--- config.mk ---
export PLATFORM = sky130hd
export DESIGN_NAME = rom_rd_client
export DESIGN_NICKNAME = d
export VERILOG_FILES = /design/src/rtl/rom_rd_client.sv
export SDC_FILE = /design/constraint.sdc
export NUM_CORES = 1
export LEC_CHECK = 0
export BUFFER_PORTS_ARGS = -buffer_cell sky130_fd_sc_hd__buf_2
export CORE_ASPECT_RATIO = 1.1
export CORE_MARGIN = 2
export CORE_UTILIZATION = 23
export CTS_BUF_LIST = sky130_fd_sc_hd__clkbuf_16
export DETAILED_ROUTE_END_ITERATION = 6
export HOLD_SLACK_MARGIN = 0.05
export SYNTH_ARGS = -nofsm -noshare
export SYNTH_HDL_FRONTEND = slang
export SYNTH_SLANG_ARGS = --single-unit
--- constraint.sdc ---
create_clock -name clk -period 3.43 [get_ports clk]
set_clock_uncertainty 0.15 [all_clocks]
set_input_delay 0.343 -clock clk [delete_from_list [all_inputs] [get_ports clk]]
set_output_delay 0.343 -clock clk [all_outputs]
set_load 0.005 [all_outputs]
--- src/rtl/rom_rd_client.sv ---
// rom_rd_client: CPU-side ROM read client in front of a toggle-handshake SDRAM read port,
//   with an optional single-word sequential prefetch buffer.
// Latency: miss -> cpu_ack one cycle after the SDRAM completion cycle; prefetch hit -> cpu_ack one cycle after cpu_req.
// Backpressure: cpu_busy is high from the cycle after an accepted cpu_req through its cpu_ack cycle;
//   cpu_req is ignored while busy. At most one SDRAM read is outstanding at any time.
//
// Ports:
//   clk, init_n           - SDRAM clock, asynchronous active-low reset
//   cpu_req, cpu_a        - single-cycle read strobe and word address (sampled when cpu_busy=0)
//   cpu_busy, cpu_ack     - busy level and one-cycle completion pulse
//   cpu_q                 - read data, held until the next cpu_ack
//   inv                   - one-cycle pulse discarding prefetched / in-flight prefetch data
//   romrd_req, romrd_ack  - toggle request / toggle acknowledge to the SDRAM controller
//   romrd_a, romrd_q      - SDRAM read address (changes only when romrd_req toggles) and data
//
// Build option: define ROM_RD_PREFETCH_EN to enable the prefetch buffer. Without it every cpu_req
// is a demand read and inv is ignored.
module rom_rd_client (
  input  logic        clk,
  input  logic        init_n,
  input  logic        cpu_req,
  input  logic [22:0] cpu_a,
  output logic        cpu_busy,
  output logic        cpu_ack,
  output logic [15:0] cpu_q,
  input  logic        inv,
  output logic        romrd_req,
  input  logic        romrd_ack,
  output logic [22:0] romrd_a,
  input  logic [15:0] romrd_q
);

`ifdef ROM_RD_PREFETCH_EN
  typedef enum logic [2:0] {SYNC, IDLE, DEMAND, PREFETCH, WAIT_PF} state_e;
`else
  typedef enum logic [1:0] {SYNC, IDLE, DEMAND} state_e;
`endif

  state_e      state_q, state_d;
  logic        req_q, req_d;
  logic [22:0] ra_q, ra_d;
  logic        ack_q, ack_d;
  logic        busy_q, busy_d;
  logic [15:0] cq_q, cq_d;

  logic        rd_done;
  logic        accept;

  // The outstanding read is complete as soon as the acknowledge parity catches up with ours.
  assign rd_done = (romrd_ack == req_q);
  assign accept  = cpu_req & ~busy_q;

`ifdef ROM_RD_PREFETCH_EN
  logic        pf_valid_q, pfv_d;
  logic [15:0] pf_data_q, pfd_d;
  logic [22:0] pf_a_q, pfa_d;
  logic [22:0] pend_a_q, pend_d;
  logic        disc_q, disc_d;

  // Shared hit/miss lookup. From IDLE it compares against the stored prefetch buffer; on a prefetch
  // completion (PREFETCH with a simultaneous cpu_req, or WAIT_PF) it compares against the word
  // arriving from SDRAM right now, so no extra cycle is spent parking it in the buffer.
  logic        lk_go;
  logic        lk_ok;
  logic        lk_hit;
  logic [22:0] lk_a;
  logic [22:0] lk_tag;
  logic [15:0] lk_dat;

  assign lk_a   = (state_q == WAIT_PF) ? pend_a_q : cpu_a;
  assign lk_ok  = (state_q == IDLE) ? pf_valid_q : ~disc_q;
  assign lk_tag = (state_q == IDLE) ? pf_a_q : ra_q;
  assign lk_dat = (state_q == IDLE) ? pf_data_q : romrd_q;
  // inv in the lookup cycle means the candidate word may be stale: force a miss.
  assign lk_hit = lk_ok & ~inv & (lk_a == lk_tag);
`else
  logic unused_inv;
  assign unused_inv = inv;
`endif

  always_comb begin
    state_d = state_q;
    req_d   = req_q;
    ra_d    = ra_q;
    ack_d   = 1'b0;
    busy_d  = busy_q;
    cq_d    = cq_q;
`ifdef ROM_RD_PREFETCH_EN
    pfv_d   = pf_valid_q & ~inv;
    pfd_d   = pf_data_q;
    pfa_d   = pf_a_q;
    pend_d  = pend_a_q;
    disc_d  = disc_q;
    lk_go   = 1'b0;
`endif

    // Busy covers the ack cycle itself and drops on the cycle after it.
    if (ack_q) begin
      busy_d = 1'b0;
    end

    case (state_q)
      // Copy the controller's acknowledge parity so no read is issued by the reset itself.
      // A cpu_req arriving here is dropped; the CPU is not yet told we are busy.
      SYNC: begin
        req_d   = romrd_ack;
        state_d = IDLE;
      end

      IDLE: begin
        if (accept) begin
          busy_d = 1'b1;
`ifdef ROM_RD_PREFETCH_EN
          lk_go  = 1'b1;
`else
          req_d   = ~req_q;
          ra_d    = cpu_a;
          state_d = DEMAND;
`endif
        end
      end

      DEMAND: begin
        if (rd_done) begin
          cq_d  = romrd_q;
          ack_d = 1'b1;
`ifdef ROM_RD_PREFETCH_EN
          // Completion frees the port this cycle, so the next-word prefetch goes out immediately.
          req_d   = ~req_q;
          ra_d    = ra_q + 23'd1;
          pfv_d   = 1'b0;
          disc_d  = inv;
          state_d = PREFETCH;
`else
          state_d = IDLE;
`endif
        end
      end

`ifdef ROM_RD_PREFETCH_EN
      PREFETCH: begin
        if (accept) begin
          busy_d = 1'b1;
          pend_d = cpu_a;
        end
        if (rd_done) begin
          disc_d = 1'b0;
          if (accept) begin
            lk_go = 1'b1;
          end else begin
            state_d = IDLE;
            if (!(disc_q | inv)) begin
              pfv_d = 1'b1;
              pfd_d = romrd_q;
              pfa_d = ra_q;
            end
          end
        end else begin
          if (inv) begin
            disc_d = 1'b1;
          end
          if (accept) begin
            state_d = WAIT_PF;
          end
        end
      end

      WAIT_PF: begin
        if (rd_done) begin
          lk_go = 1'b1;
        end else if (inv) begin
          disc_d = 1'b1;
        end
      end
`endif

      default: begin
        state_d = SYNC;
      end
    endcase

`ifdef ROM_RD_PREFETCH_EN
    // Every lookup issues exactly one read: the next prefetch on a hit, the demand read on a miss.
    // Either way the buffer contents are consumed or superseded.
    if (lk_go) begin
      pfv_d  = 1'b0;
      disc_d = 1'b0;
      req_d  = ~req_q;
      if (lk_hit) begin
        cq_d    = lk_dat;
        ack_d   = 1'b1;
        ra_d    = lk_a + 23'd1;
        state_d = PREFETCH;
      end else begin
        ra_d    = lk_a;
        state_d = DEMAND;
      end
    end
`endif
  end

  always_ff @(posedge clk or negedge init_n) begin
    if (!init_n) begin
      state_q <= SYNC;
      req_q   <= 1'b0;
      ra_q    <= 23'd0;
      ack_q   <= 1'b0;
      busy_q  <= 1'b0;
      cq_q    <= 16'd0;
    end else begin
      state_q <= state_d;
      req_q   <= req_d;
      ra_q    <= ra_d;
      ack_q   <= ack_d;
      busy_q  <= busy_d;
      cq_q    <= cq_d;
    end
  end

`ifdef ROM_RD_PREFETCH_EN
  always_ff @(posedge clk or negedge init_n) begin
    if (!init_n) begin
      pf_valid_q <= 1'b0;
      pf_data_q  <= 16'd0;
      pf_a_q     <= 23'd0;
      pend_a_q   <= 23'd0;
      disc_q     <= 1'b0;
    end else begin
      pf_valid_q <= pfv_d;
      pf_data_q  <= pfd_d;
      pf_a_q     <= pfa_d;
      pend_a_q   <= pend_d;
      disc_q     <= disc_d;
    end
  end
`endif

  assign cpu_busy  = busy_q;
  assign cpu_ack   = ack_q;
  assign cpu_q     = cq_q;
  assign romrd_req = req_q;
  assign romrd_a   = ra_q;

endmodule

==> results.toml <==
[run_status]
status = "complete, no violations"

[timing]
rsz0062_at_grt = "false"
slew_violations = 0
tightestPinTransition_ns = 0.947
fin_setup_tns_ns = 0
fmax_ghz = 0.470
finalHoldViolCount = 0
slew_headroom_pct = 36.9
setup_viol = 0
min_period_ns = 2.13
fin_crit_sh_pct = 62.0

[yosys]
synth-warning-count = 0
yosysMostFrequentCell = "dfrtp_1"
synth_commonest_cells = "44 x dfrtp_1, 30 x mux2_2, 9 x mux2_4"
ys_ff_latch = 44
ys.flop_type = "dfrtp_1"
async_flop_share_pct = 100
synth_area_leader_cell = "dfrtp_1"
yosys.area_share.simple_pct = 3.58
ys_types = 18
synth_edf_count = 0
synthAdderAreaFrac_pct = 0
ys_seq_area_share_pct = 63.1
synthCells = 102
synth_top_area_share_pct = 63.1
synth_nets = 146
synth_area_um2 = 1750
synth_area_leaders = "dfrtp_1 63%, mux2_2 19%, mux2_4 7.7%, buf_6 1.9%, buf_12 1.1%"
synth_top_family_by_area = "multiplexers"
syn_avg_cell_area_um2 = 17.1
synthMuxAreaShare_pct = 27.1
synth-xor-area-share_pct = 0.502
synth_compound_area_share_pct = 2.44

[worst_hold_path]
hold_class = "in2async"

[grt]
antenna_found_initial = 0
grt_pass1_wl_mm = 5.25
grt_overflow = 0
grt_pass1_vias = 1126
grt_usage_pct = 8.30
grt_start_max_net_pins = 45

[worst_setup_path]
crit_buf_inv = 0
crit_fanout = 17
cp_top_family = "simple AND/OR/NAND/NOR gates"
max_stage_delay_ns = 0.80
critical_path_class = "reg2reg"
cp_cell_sequence = "xnor2_1 -> and3b_1 -> mux2_2"
end_kind = "flip-flop"
startpoint_type = "flip-flop"
cpMaxStageDelayCell = "and3b_1"
crit_required_ns = 3.44
worstPathArrival_ns = 2.14

[clock_tree]
clk_latency_ns = 0.28
htree_levels = 2
cts_resized = 0
clock_tree.buffer_depth = 2
cts_buffers = 5
clk_pin_slew_worst_paths_ns = 0.07
postCtsHoldBufs = 0
cts_tree = "yes"
clock-root-buffer = "clkbuf_16"
cts_sinks = 44
postCtsSetupRepairBufs = 0

[placement]
gp_congestion = 0.712
dp_hpwl_mm = 2.39
io_buffers = 84
dpl_cell_area_um2 = 2230

[drt]
vias = 1155
dr.pass1.iters = 3
drt-wirelength-per-cell_um = 11.4
drc = 0
finalWirelength_mm = 3.16
drtIter0Drc = 16
ant_nets = 0
viasPerCell = 4.15

[flow_run]
max_cap_violations = 0

[power_and_ir_drop]
p_leak_nw = 1.21
peakVddDrop_uv = 255
p_comb_share_pct = 30.3
clockPowerShare_pct = 26.3
power.density_nw_per_um2 = 845
switchingPower_mw = 0.520
sw_frac_of_total_pct = 25.7
p_int_mw = 1.50
finalPower_mw = 2.03
seqPwrFrac_pct = 43.4

[floorplan]
die-area_um2 = 8300
core_um2 = 7390
die_w_um = 87.1
start_util_pct = 23.6
io_pins = 86
die_h_um = 95.4
std_cell_rows = 33

[final_layout]
diodes = 0
fin_nets = 234
n_fill_cell = 753
syn2layout_area_growth_pct = 37.3
final_area_um2 = 2400
drive_gt1_share_pct = 70.2
==> layer usage <==
metal | up-vias | GRT usage (%) | part of all wire, %
met4 | 0 | 4.30 | 1.5
li1 | 531 | - | -
met2 | 53 | 14.3 | 50
met1 | 569 | 9.32 | 41
met3 | 2 | 2.25 | 7.6
met5 | - | 0 | 0
==> logic make-up (layout without fill, tap and decap cells) <==
family,Yosys count,in the layout
multiplexers,39,39
buffers and inverters,5,94
XOR/XNOR,1,1
flip-flops,44,44
AO/OA/AOI/OAI,6,6
AND/OR/NAND/NOR,7,7
==> metrics by stage <==
| step | instances | setup slack (ns) | util, % | hold WS [ns] |
|---|---|---|---|---|
| 2_1_floorplan | 102 | 1.76 | - | -0.103 |
| 3_3_place_gp | 270 | 1.27 | 30.2 | 0.337 |
| 3_5_place_dp | 270 | 1.22 | 30.2 | 0.337 |
| 4_1_cts | 278 | 1.22 | 32.4 | 0.0989 |
| 5_1_grt | 278 | 1.12 | 32.4 | 0.137 |
| 6_report | 278 | 1.30 | 32.4 | 0.0552 |
==> power groups by stage <==
stage | Sequential [mW] | Clock, mW | Combinational [mW]
final | 0.879 | 0.532 | 0.614
after global routing | 0.916 | 0.579 | 0.683
after CTS | 0.886 | 0.553 | 0.631
after detailed placement | 0.889 | 0 | 0.632
after global placement | 0.883 | 0 | 0.620
after floorplan | 0.914 | 0 | 0.296
==> state kept, by name (all words and copies together), names as in the netlist <==
| signal | cells |
|---|---|
| romrd_a | 23 |
| cpu_ack | 1 |
| romrd_req | 1 |
| cpu_q | 16 |
| cpu_busy | 1 |
| state_q | 2 |
==> cell type report <==
cell class                      instances  area, µm²  share of cell area, %
Inverter                                1       3.75                  0.157
Tap cell                               87        109                   4.54
Clock buffer                            5        125                   5.22
Multi-Input combinational cell         53        587                   24.5
Clock inverter                          3       42.5                   1.78
Sequential cell                        44       1100                   46.0
Timing Repair Buffer                   85        428                   17.9
==> final timing paths <==
check	from	endpoint	slack [ns]	cells past startpoint
worst max register to register	romrd_req$_DFFE_PN0P_	cpu_q[0]$_DFFE_PN0P_	1.30	3
worst max-delay path	romrd_req$_DFFE_PN0P_	cpu_q[0]$_DFFE_PN0P_	1.30	3
min in group clk	romrd_q[2]	cpu_q[2]$_DFFE_PN0P_	0.14	2
worst min-delay path	init_n	romrd_a[18]$_DFFE_PN0P_	0.06	1
max in group asynchronous	init_n	romrd_a[12]$_DFFE_PN0P_	2.47	1
worst min register to register	romrd_a[9]$_DFFE_PN0P_	romrd_a[9]$_DFFE_PN0P_	0.35	1
==> cells in the final DEF, fill, tap and decap left out, drive strengths merged <==
cell type	Yosys	routed
or2b	1	1
a21o	2	2
a31oi	1	1
clkinv	0	1
nor2	2	2
a22oi	1	1
o22a	1	1
buf	4	85
xnor2	1	1
mux2	39	39
nor2b	1	1
clkbuf	0	5
nand2b	1	1
clkinvlp	0	1
nor3b	1	1
dfrtp	44	44
bufinv	0	1
a21oi	1	1
inv	1	1
and3b	1	1
(Power assumes the default switching activity.)
